## src/rtl/serdes.sv

```systemverilog
// Loopback SERDES: a word is framed as start / data (LSB first) / even parity / stop on an
// internal registered serial line, then deserialized and parity-checked on the same clock.
module serdes #(
  parameter int DATA_W = 32
) (
  input  logic              clk,
  input  logic              rst_n,
  input  logic              Cin,
  input  logic [DATA_W-1:0] Din,
  output logic [DATA_W-1:0] Dout,
  output logic              Done
);

  localparam int               CNT_W    = $clog2(DATA_W);
  localparam logic [CNT_W-1:0] LAST_BIT = CNT_W'(DATA_W - 1);

  // TX state names what the line will carry after the next edge.
  typedef enum logic [1:0] {TX_IDLE, TX_DATA, TX_PARITY, TX_STOP} tx_state_t;
  typedef enum logic [1:0] {RX_IDLE, RX_DATA, RX_PARITY} rx_state_t;

  tx_state_t         r_tx_state;
  logic [DATA_W-1:0] r_tx_shift;
  logic              r_tx_par;
  logic [CNT_W-1:0]  r_tx_cnt;
  logic              r_line;

  rx_state_t         r_rx_state;
  logic [DATA_W-1:0] r_rx_shift;
  logic [CNT_W-1:0]  r_rx_cnt;
  logic [DATA_W-1:0] r_dout;
  logic              r_done;

  function automatic logic even_parity(input logic [DATA_W-1:0] w);
    return ^w;
  endfunction

  // Serializer: rst_n is active-high despite its name.
  always_ff @(posedge clk or posedge rst_n) begin
    if (rst_n) begin
      r_tx_state <= TX_IDLE;
      r_tx_shift <= '0;
      r_tx_par   <= 1'b0;
      r_tx_cnt   <= '0;
      r_line     <= 1'b0;
    end else begin
      case (r_tx_state)
        TX_IDLE: begin
          if (Cin) begin
            r_tx_shift <= Din;
            r_tx_par   <= even_parity(Din);
            r_tx_cnt   <= '0;
            r_line     <= 1'b1;
            r_tx_state <= TX_DATA;
          end else begin
            r_line <= 1'b0;
          end
        end
        TX_DATA: begin
          r_line     <= r_tx_shift[0];
          r_tx_shift <= {1'b0, r_tx_shift[DATA_W-1:1]};
          r_tx_cnt   <= r_tx_cnt + 1'b1;
          if (r_tx_cnt == LAST_BIT) r_tx_state <= TX_PARITY;
        end
        TX_PARITY: begin
          r_line     <= r_tx_par;
          r_tx_state <= TX_STOP;
        end
        TX_STOP: begin
          r_line     <= 1'b0;
          r_tx_state <= TX_IDLE;
        end
        default: begin
          r_line     <= 1'b0;
          r_tx_state <= TX_IDLE;
        end
      endcase
    end
  end

  // Deserializer: start bit seen one edge after acceptance, data then parity follow.
  always_ff @(posedge clk or posedge rst_n) begin
    if (rst_n) begin
      r_rx_state <= RX_IDLE;
      r_rx_shift <= '0;
      r_rx_cnt   <= '0;
      r_dout     <= '0;
      r_done     <= 1'b0;
    end else begin
      r_done <= 1'b0;
      case (r_rx_state)
        RX_IDLE: begin
          if (r_line) begin
            r_rx_cnt   <= '0;
            r_rx_state <= RX_DATA;
          end
        end
        RX_DATA: begin
          r_rx_shift <= {r_line, r_rx_shift[DATA_W-1:1]};
          r_rx_cnt   <= r_rx_cnt + 1'b1;
          if (r_rx_cnt == LAST_BIT) r_rx_state <= RX_PARITY;
        end
        RX_PARITY: begin
          if (r_line == even_parity(r_rx_shift)) begin
            r_dout <= r_rx_shift;
            r_done <= 1'b1;
          end
          r_rx_state <= RX_IDLE;
        end
        default: r_rx_state <= RX_IDLE;
      endcase
    end
  end

  assign Dout = r_dout;
  assign Done = r_done;

endmodule

```

## config.mk

```make
export PLATFORM = sky130hd
export DESIGN_NAME = serdes
export DESIGN_NICKNAME = d
export VERILOG_FILES = /design/src/rtl/serdes.sv
export SDC_FILE = /design/constraint.sdc
export NUM_CORES = 1
export LEC_CHECK = 0
export CORE_ASPECT_RATIO = 0.6
export CORE_MARGIN = 2
export CORE_UTILIZATION = 50
export DETAILED_ROUTE_END_ITERATION = 16
export PLACE_DENSITY = 0.78
export SLEW_MARGIN = 0
export SYNTH_ARGS = -nofsm -noshare
export SYNTH_HDL_FRONTEND = slang
export SYNTH_SLANG_ARGS = --single-unit
```

## constraint.sdc

```tcl
create_clock -name clk -period 3.47 [get_ports clk]
set_clock_uncertainty 0.05 [all_clocks]
set_input_delay 0.5205 -clock clk [delete_from_list [all_inputs] [get_ports clk]]
set_output_delay 0.5205 -clock clk [all_outputs]
set_load 0.02 [all_outputs]
```

# After elaboration in Yosys (flattened, before gate mapping)
# Cells that the tools add are included.
[totals]
ff_bits = 113
in_bits = 35
output_inout_bits = 33
elab_cells = 52
[classes]
add_sub_neg = 2
n_eq_ne = 12
muxes = 16
n_reduce_logical = 12
[ops]
columns = ["operator", "count"]
rows = [
  ["case mux 32 bit (2 select lines)", 1],
  ["parity 32 bit", 2],
  ["2-to-1 mux 32 bit", 1],
  ["case mux 5 bit (2 select lines)", 2],
  ["AND reduction 2 bit", 6],
  ["adder 5 x 1 -> 5 bit, second input constant", 2],
  ["equality test 5 bit, second input constant", 2],
  ["2-to-1 mux 5 bit", 2],
  ["2-to-1 mux 2 bit", 4],
  ["inequality test 2 bit, second input constant", 4],
  ["case mux 2 bit (4 select lines)", 1],
  ["equality test 2 bit, second input constant", 3],
  ["equality test 2 x 1 -> 1 bit, second input constant", 2],
  ["logical NOT 2 bit", 2],
  ["case mux 1 bit (4 select lines)", 1],
  ["case mux 2 bit (2 select lines)", 1],
  ["nonzero test 2 bit", 2],
  ["2-to-1 mux 1 bit", 3],
  ["equality test 1 bit", 1],
]

# Logic depth before layout (Yosys ltp)
# Gate-level depths: netlist of the first run.
[depth]
ltp_word = 4
depth_mapped = 8
mapped_depth_nobuf = 7

# Worst setup path before layout of the first run
# OpenSTA, ideal clock, no wires.
[synth_timing]
path_type = "register -> register"
start = "register r_rx_shift[30]"
end = "register r_dout[11], in the netlist Dout[11]"
setup_time_ns = 0.125
t_arrival_ns = 2.071
required_ns = 3.295
slack_ns = 1.225
path_stages_with_launch = 8
n_path_buf = 1
period_less_slack_ns = 2.245
path_cell_list = "dfrtp_1 -> xnor2_1 -> xnor2_1 -> xnor2_1 -> xnor3_1 -> mux2i_4 -> buf_6 -> mux2_2"
[synth_between]
elab_chain_len = 3
[synth_lines]
columns = ["item", "line_no", "source"]
rows = [
  ["from (decl)", "28", "logic [DATA_W-1:0] r_rx_shift;"],
  ["from (signal assigned)", "98", "r_rx_shift <= {r_line, r_rx_shift[DATA_W-1:1]};"],
  ["parity 32 bit", "34", "return ^w;"],
  ["equality test 1 bit", "103", "if (r_line == even_parity(r_rx_shift)) begin"],
  ["AND reduction 2 bit (no line)", "--", ""],
  ["to (signal assigned)", "104", "r_dout <= r_rx_shift;"],
  ["to (decl)", "30", "logic [DATA_W-1:0] r_dout;"],
]
# No other way between the ends.
# A chain may end at the register's enable or synchronous reset.

# Worst setup path in the final report of the first run
[layout_timing]
start = "register r_rx_shift[16]"
end = "register r_dout[24], in the netlist Dout[24]"
# Same word-level chain as after synthesis.

==> metrics.cfg, run 1 <==
[sta]
slew_violations=0
hold_viol=0
tightest_slew_ns=0.772
maxSlewHeadroom=0.483
rsz0062_at_grt=no
fmax_ghz=0.385
setup_viol=0
period_share=0.749
period_minus_slack_ns=2.60
setup_tns_ns=0

[grt]
grt_max_degree=114
grt.busiest_layer=met1
met2_usage=0.277
grt-ovfl-total=0
grt.met3_usage=0.0507
antenna_found_initial=0
grt_first_pass_wirelength_um=17400
first_global_vias=3380
grt_usage=0.198
grt_use_met1=0.294

[final_layout]
n_fill_cell=750
layout-drive-gt1-share=0.209
layout_commonest_cell=dfrtp_1
regArea_um2=2830
antenna_cells=0
fin_nets=528
syn2layout_area_growth_pct=27.1
final_area_um2=6650
layout_common_cells=dfrtp_1, clkdlybuf4s50_1, mux2_2
multiInputGateArea_um2=2300

[critical_path]
cp-startpoint=r_rx_shift[16]$_DFFE_PP0N_
endpoint_kind=flop
arrival_ns=2.83
worstPathRequired_ns=3.70
crit_type=reg2reg
rr_startpoint=r_rx_shift[16]$_DFFE_PP0N_
worst-path-max-fanout=26
critPathLaunchType=flop

[yosys]
synth_fp_nets=456
syn_area_um2=5230
synth.avg_cell_area_um2=12.7
yosys_warnings=0
synth.distinct_cells=33
netlist_instances=413
ys_seq_elements=113
yosysSeqAreaShare=0.541

[pwr]
power_leakage_nw=2.94
p_per_area_nw_per_um2=1040
ir_worst_vdd_v=0.000817
p_total_w=0.00694

[route]
wl_um=10000
wl_per_cell_um=16.0
ant_nets=0
vias_per_cell=5.20
vias=3272
drtIter0Drc=134
drc=0
drtPass1Iterations=4

[die]
io_pins=68
start_util=0.522
design.core.area_um2=10000
core.rowCount=28
dieHeight_um=83.2
fp.dieW_um=136
die-area_um2=11300

[clocking]
clockBufferDepth=2
ctsHtreeMaxLevel=4
cts.sinks=113
ctsHoldBuffers=0
cts_tree=done
root_buffer=clkbuf_16
postCtsSetupBuffers=0
cts_resized=0
path_clk_slew_ns=0.05
clkLatencyLatePin_ns=0.40
cts-buffers-inserted=17

[run]
cap_violations=0

[placed_design]
gp_congestion=0.730
placed_area_um2=6080
port_buffers=67
dp_hpwl_um=6810

[hold_path]
hold_path.class=reg2reg
hold_start=r_tx_shift[31]$_DFFE_PP0P_

[run_status]
outcome=finished, final reports clean

[cell type report]
class                      count  share of cell area
inverter                       6             0.00395
tap                          135              0.0254
timing repair buffer          72               0.114
clock inverter                 7              0.0128
multi-input combinational    275               0.346
sequential                   113               0.425
clock buffer                  21              0.0723
[sequential cells by signal, summed over array words and instances (netlist names)]
signal,flops
r_rx_state,2
r_tx_par,1
r_tx_shift,32
r_tx_cnt,5
Dout,32
r_tx_state,2
Done,1
r_rx_shift,32
r_line,1
r_rx_cnt,5
[power by group]
group	internal, W	total (W)	switching [W]
Combinational	0.00163	0.00295	0.00131
Clock	0.00111	0.00167	0.000559
Sequential	0.00187	0.00232	0.000453
Total	0.00461	0.00694	0.00232
[cell usage after synthesis]
master,number,area [um2]
dfrtp_1,113,2830
mux2_2,65,732
xnor2_1,52,455
nand2_1,40,150
o21ai_0,38,190
mux2i_1,32,320
clkbuf_1,10,37.5
ha_1,8,100
buf_1,6,22.5
inv_1,6,22.5
xor2_1,6,52.6
a22o_1,5,43.8
and3_1,3,18.8
buf_6,3,33.8
nor2b_1,3,18.8
a32o_1,2,20.0
nand2b_1,2,12.5
nand3_1,2,10.0
nor2_1,2,7.51
xnor3_1,2,45.0
a21boi_0,1,7.51
a21o_1,1,7.51
a21oi_1,1,5.00
a22oi_1,1,7.51
a31oi_1,1,6.26
and2_1,1,6.26
mux2_1,1,11.3
mux2i_4,1,22.5
nand4b_1,1,8.76
nor3_1,1,5.00
nor3b_1,1,7.51
o21ai_1,1,5.00
o21bai_1,1,7.51
[cell families after synthesis]
logic type,synth area share
DFF,0.541
muxes,0.208
xor gates and xnor gates,0.106
and+or+nand+nor,0.0469
AOI/OAI and AO/OA,0.0574
buffers and inverters,0.0223
adders and majority gates,0.0191
[critical path, cell delays in order, from the launching register on]
cell and delay [ns]:
dfrtp_1 0.45, xnor2_1 0.16, xnor2_1 0.33, xnor2_1 0.16
xnor3_1 0.29, mux2i_4 0.43, buf_12 0.24, mux2_2 0.35
[routing by layer]
metal / wire, um / up-vias
li1: - / 1569
met4: 106 / 0
met2: 4390 / 55
met1: 5210 / 1637
met3: 331 / 11
met5: 0 / -
[path summary, 6_finish.rpt]
check / endpoint / slack (ns) / depth (start not counted)
max: Dout[24]$_DFFE_PP0P_ / 0.87 / 7
min: r_tx_shift[31]$_DFFE_PP0P_ / 0.42 / 2
max reg2reg: Dout[24]$_DFFE_PP0P_ / 0.87 / 7
min reg2reg: r_tx_shift[31]$_DFFE_PP0P_ / 0.42 / 2
max in group asynchronous: r_tx_shift[22]$_DFFE_PP0P_ / 2.32 / 3
min in group asynchronous: Dout[21]$_DFFE_PP0P_ / 0.59 / 3
[per-stage QoR]
stage | worst slack [ns] | hold WS [ns] | utilization | instances
after floorplan | 1.22 | 0.388 | - | 413
after global placement | 0.894 | 0.405 | 0.607 | 601
after detailed placement | 0.878 | 0.409 | 0.607 | 601
after CTS | 0.858 | 0.420 | 0.663 | 629
after global routing | 0.720 | 0.448 | 0.663 | 629
final | 0.870 | 0.420 | 0.663 | 629
Power figures use the tool's default switching activity.
==> run 2: changes to the inputs <==
--- a/config.mk
+++ b/config.mk
@@ -7,9 +7,9 @@
 export LEC_CHECK = 0
 export CORE_ASPECT_RATIO = 0.6
 export CORE_MARGIN = 2
-export CORE_UTILIZATION = 50
+export CORE_UTILIZATION = 55
 export DETAILED_ROUTE_END_ITERATION = 16
-export PLACE_DENSITY = 0.78
+export PLACE_DENSITY = 0.82
 export SLEW_MARGIN = 0
 export SYNTH_ARGS = -nofsm -noshare
 export SYNTH_HDL_FRONTEND = slang
==> constraint.sdc (replaced) <==
create_clock -name clk -period 2.71 [get_ports clk]
set_clock_uncertainty 0.05 [all_clocks]
set_input_delay 0.4065 -clock clk [delete_from_list [all_inputs] [get_ports clk]]
set_output_delay 0.4065 -clock clk [all_outputs]
set_load 0.02 [all_outputs]
==> run 2 against run 1 <==
Count of clock-buffer cells in the layout did not move. Critical path depth did not move. Critical path type unchanged. Largest cell class unchanged. Design area rose by 0.53%.
==> metrics.cfg, run 2 (synthesis gave the netlist of run 1 again) <==
[critical_path]
crit_family=XOR/XNOR gates  ; unchanged
cp_num_buf_inv=1  ; unchanged
worstPathRequired_ns=2.95  ; was 3.70 ns
endpoint_kind=flop  ; unchanged
cp-startpoint=r_rx_shift[6]$_DFFE_PP0N_  ; was r_rx_shift[16]$_DFFE_PP0N_
slowest_stage=dfrtp_1  ; unchanged
critPathLaunchType=flop  ; unchanged
rr_startpoint=r_rx_shift[6]$_DFFE_PP0N_  ; was r_rx_shift[16]$_DFFE_PP0N_
worst-path-max-fanout=8  ; was 26
timing.critical_path.slowest_cell_delay_ns=0.41  ; was 0.45 ns
arrival_ns=2.78  ; was 2.83 ns
crit_type=reg2reg  ; unchanged
crit_path_frequent_cell=xnor2_1  ; unchanged
critical_path.cell_chain=xnor2_1, xnor2_1, xnor2_1, xnor3_1, mux2i_4, buf_4, mux2_2  ; was xnor2_1, xnor2_1, xnor2_1, xnor3_1, mux2i_4, buf_12, mux2_2

[clocking]
ctsHoldBuffers=0  ; unchanged
ctsHtreeMaxLevel=4  ; unchanged
cts_resized=0  ; unchanged
cts-buffers-inserted=17  ; unchanged
path_clk_slew_ns=0.05  ; about the same
clkLatencyLatePin_ns=0.41  ; was 0.40 ns
postCtsSetupBuffers=0  ; unchanged
cts_tree=done  ; unchanged
clockBufferDepth=2  ; unchanged
root_buffer=clkbuf_16  ; unchanged
cts.sinks=113  ; unchanged

[final_layout]
utilization=0.727  ; was 0.663
layout-drive-gt1-share=0.214  ; was 0.209
syn2layout_area_growth_pct=27.8  ; was 27.1%
layout_common_cells=dfrtp_1, clkdlybuf4s50_1, mux2_2  ; unchanged
fin_nets=530  ; was 528
n_fill_cell=629  ; was 750
layout_commonest_cell=dfrtp_1  ; unchanged
antenna_cells=0  ; unchanged

[sta]
maxSlewHeadroom=0.549  ; was 0.483
tightest_slew_ns=0.674  ; was 0.772 ns
period_minus_slack_ns=2.54  ; was 2.60 ns
setup_viol=0  ; unchanged
slew_violations=0  ; unchanged
rsz0062_at_grt=no  ; unchanged
hold_viol=0  ; unchanged
layout_setup_ws_ns=0.165  ; was 0.870 ns
setup_tns_ns=0  ; unchanged
fmax_ghz=0.393  ; was 0.385 GHz
period_share=0.939  ; was 0.749

[pwr]
p_per_area_nw_per_um2=1350  ; was 1040 nW/um2
power_leakage_nw=2.95  ; was 2.94 nW
ir_worst_vdd_v=0.000923  ; was 0.000817 V
p_total_w=0.00902  ; was 0.00694 W

[route]
vias_per_cell=5.30  ; was 5.20
wl_um=10600  ; was 10,000 um
drtPass1Iterations=4  ; unchanged
wl_per_cell_um=16.8  ; was 16.0 um
vias=3333  ; was 3,272
drc=0  ; unchanged
ant_nets=0  ; unchanged
drtIter0Drc=259  ; was 134

[die]
io_pins=68  ; unchanged
start_util=0.569  ; was 0.522
dieHeight_um=79.5  ; was 83.2 um
core.rowCount=27  ; was 28
design.core.area_um2=9190  ; was 10,000 um2
die-area_um2=10300  ; was 11,300 um2
fp.dieW_um=130  ; was 136 um

[grt]
grt_max_degree=114  ; unchanged
first_global_vias=3474  ; was 3,380
grt-ovfl-total=0  ; unchanged
grt_usage=0.229  ; was 0.198
grt_first_pass_wirelength_um=17900  ; was 17,400 um
antenna_found_initial=0  ; unchanged

[run]
cap_violations=0  ; unchanged

[placed_design]
dp_hpwl_um=6770  ; was 6810 um
port_buffers=67  ; unchanged
gp_congestion=0.763  ; was 0.730
dpl_worst_slack_ns=0.162  ; was 0.878 ns

[run_status]
outcome=finished, final reports clean  ; unchanged

[hold_path]
hold_path.class=in2async  ; was reg2reg

run 2: worst paths after layout:
path,slack (ns),end,cells after the start
worst max-delay path,0.17,Dout[7]$_DFFE_PP0P_,7
worst min-delay path,0.43,Dout[25]$_DFFE_PP0P_,3
worst max register to register,0.17,Dout[7]$_DFFE_PP0P_,7
worst min register to register,0.43,r_tx_shift[9]$_DFFE_PP0P_,2
max in group asynchronous,1.66,r_rx_shift[23]$_DFFE_PP0N_,3
min in group clk,0.43,r_tx_shift[9]$_DFFE_PP0P_,2
run 2: layout make-up:
type | instances | area, um2 | share of cell area
inverters | 6 | 26.3 | 0.00393
well taps | 130 | 163 | 0.0243
repair buffers | 74 | 761 | 0.114
flip-flops and latches | 113 | 2830 | 0.423
clock buffers | 21 | 470 | 0.0704
clock inverters | 10 | 134 | 0.0200
multi-input cells | 275 | 2300 | 0.344
run 2: layer usage:
layer / GRT usage / vias to the layer above / share of wire
met5: 0 / - / 0
met4: 0.100 / 0 / 0.014
met3: 0.0617 / 12 / 0.047
met2: 0.320 / 69 / 0.44
met1: 0.337 / 1678 / 0.50
li1: - / 1574 / -
run 2: stage by stage:
stage	hold slack, ns	cells	cell area (um2)
floorplan	0.388	413	5230
global placement	0.407	598	6080
detailed placement	0.419	598	6080
CTS	0.431	629	6680
global route	0.455	629	6680
finish	0.429	629	6680
run 2: power by group:
| group | total (W) | internal [W] | switching, W |
|---|---|---|---|
| Sequential | 0.00299 | 0.00239 | 0.000594 |
| Combinational | 0.00377 | 0.00208 | 0.00168 |
| Clock | 0.00227 | 0.00151 | 0.000761 |
| Total | 0.00902 | 0.00599 | 0.00304 |
run 2: worst register-to-register path: cells and delay by family, from the launching register on:
family / cells / cell delay [ns]
xor+xnor: 4 / 1.00
buf+inv: 1 / 0.25
flops: 1 / 0.41
mux: 2 / 0.71
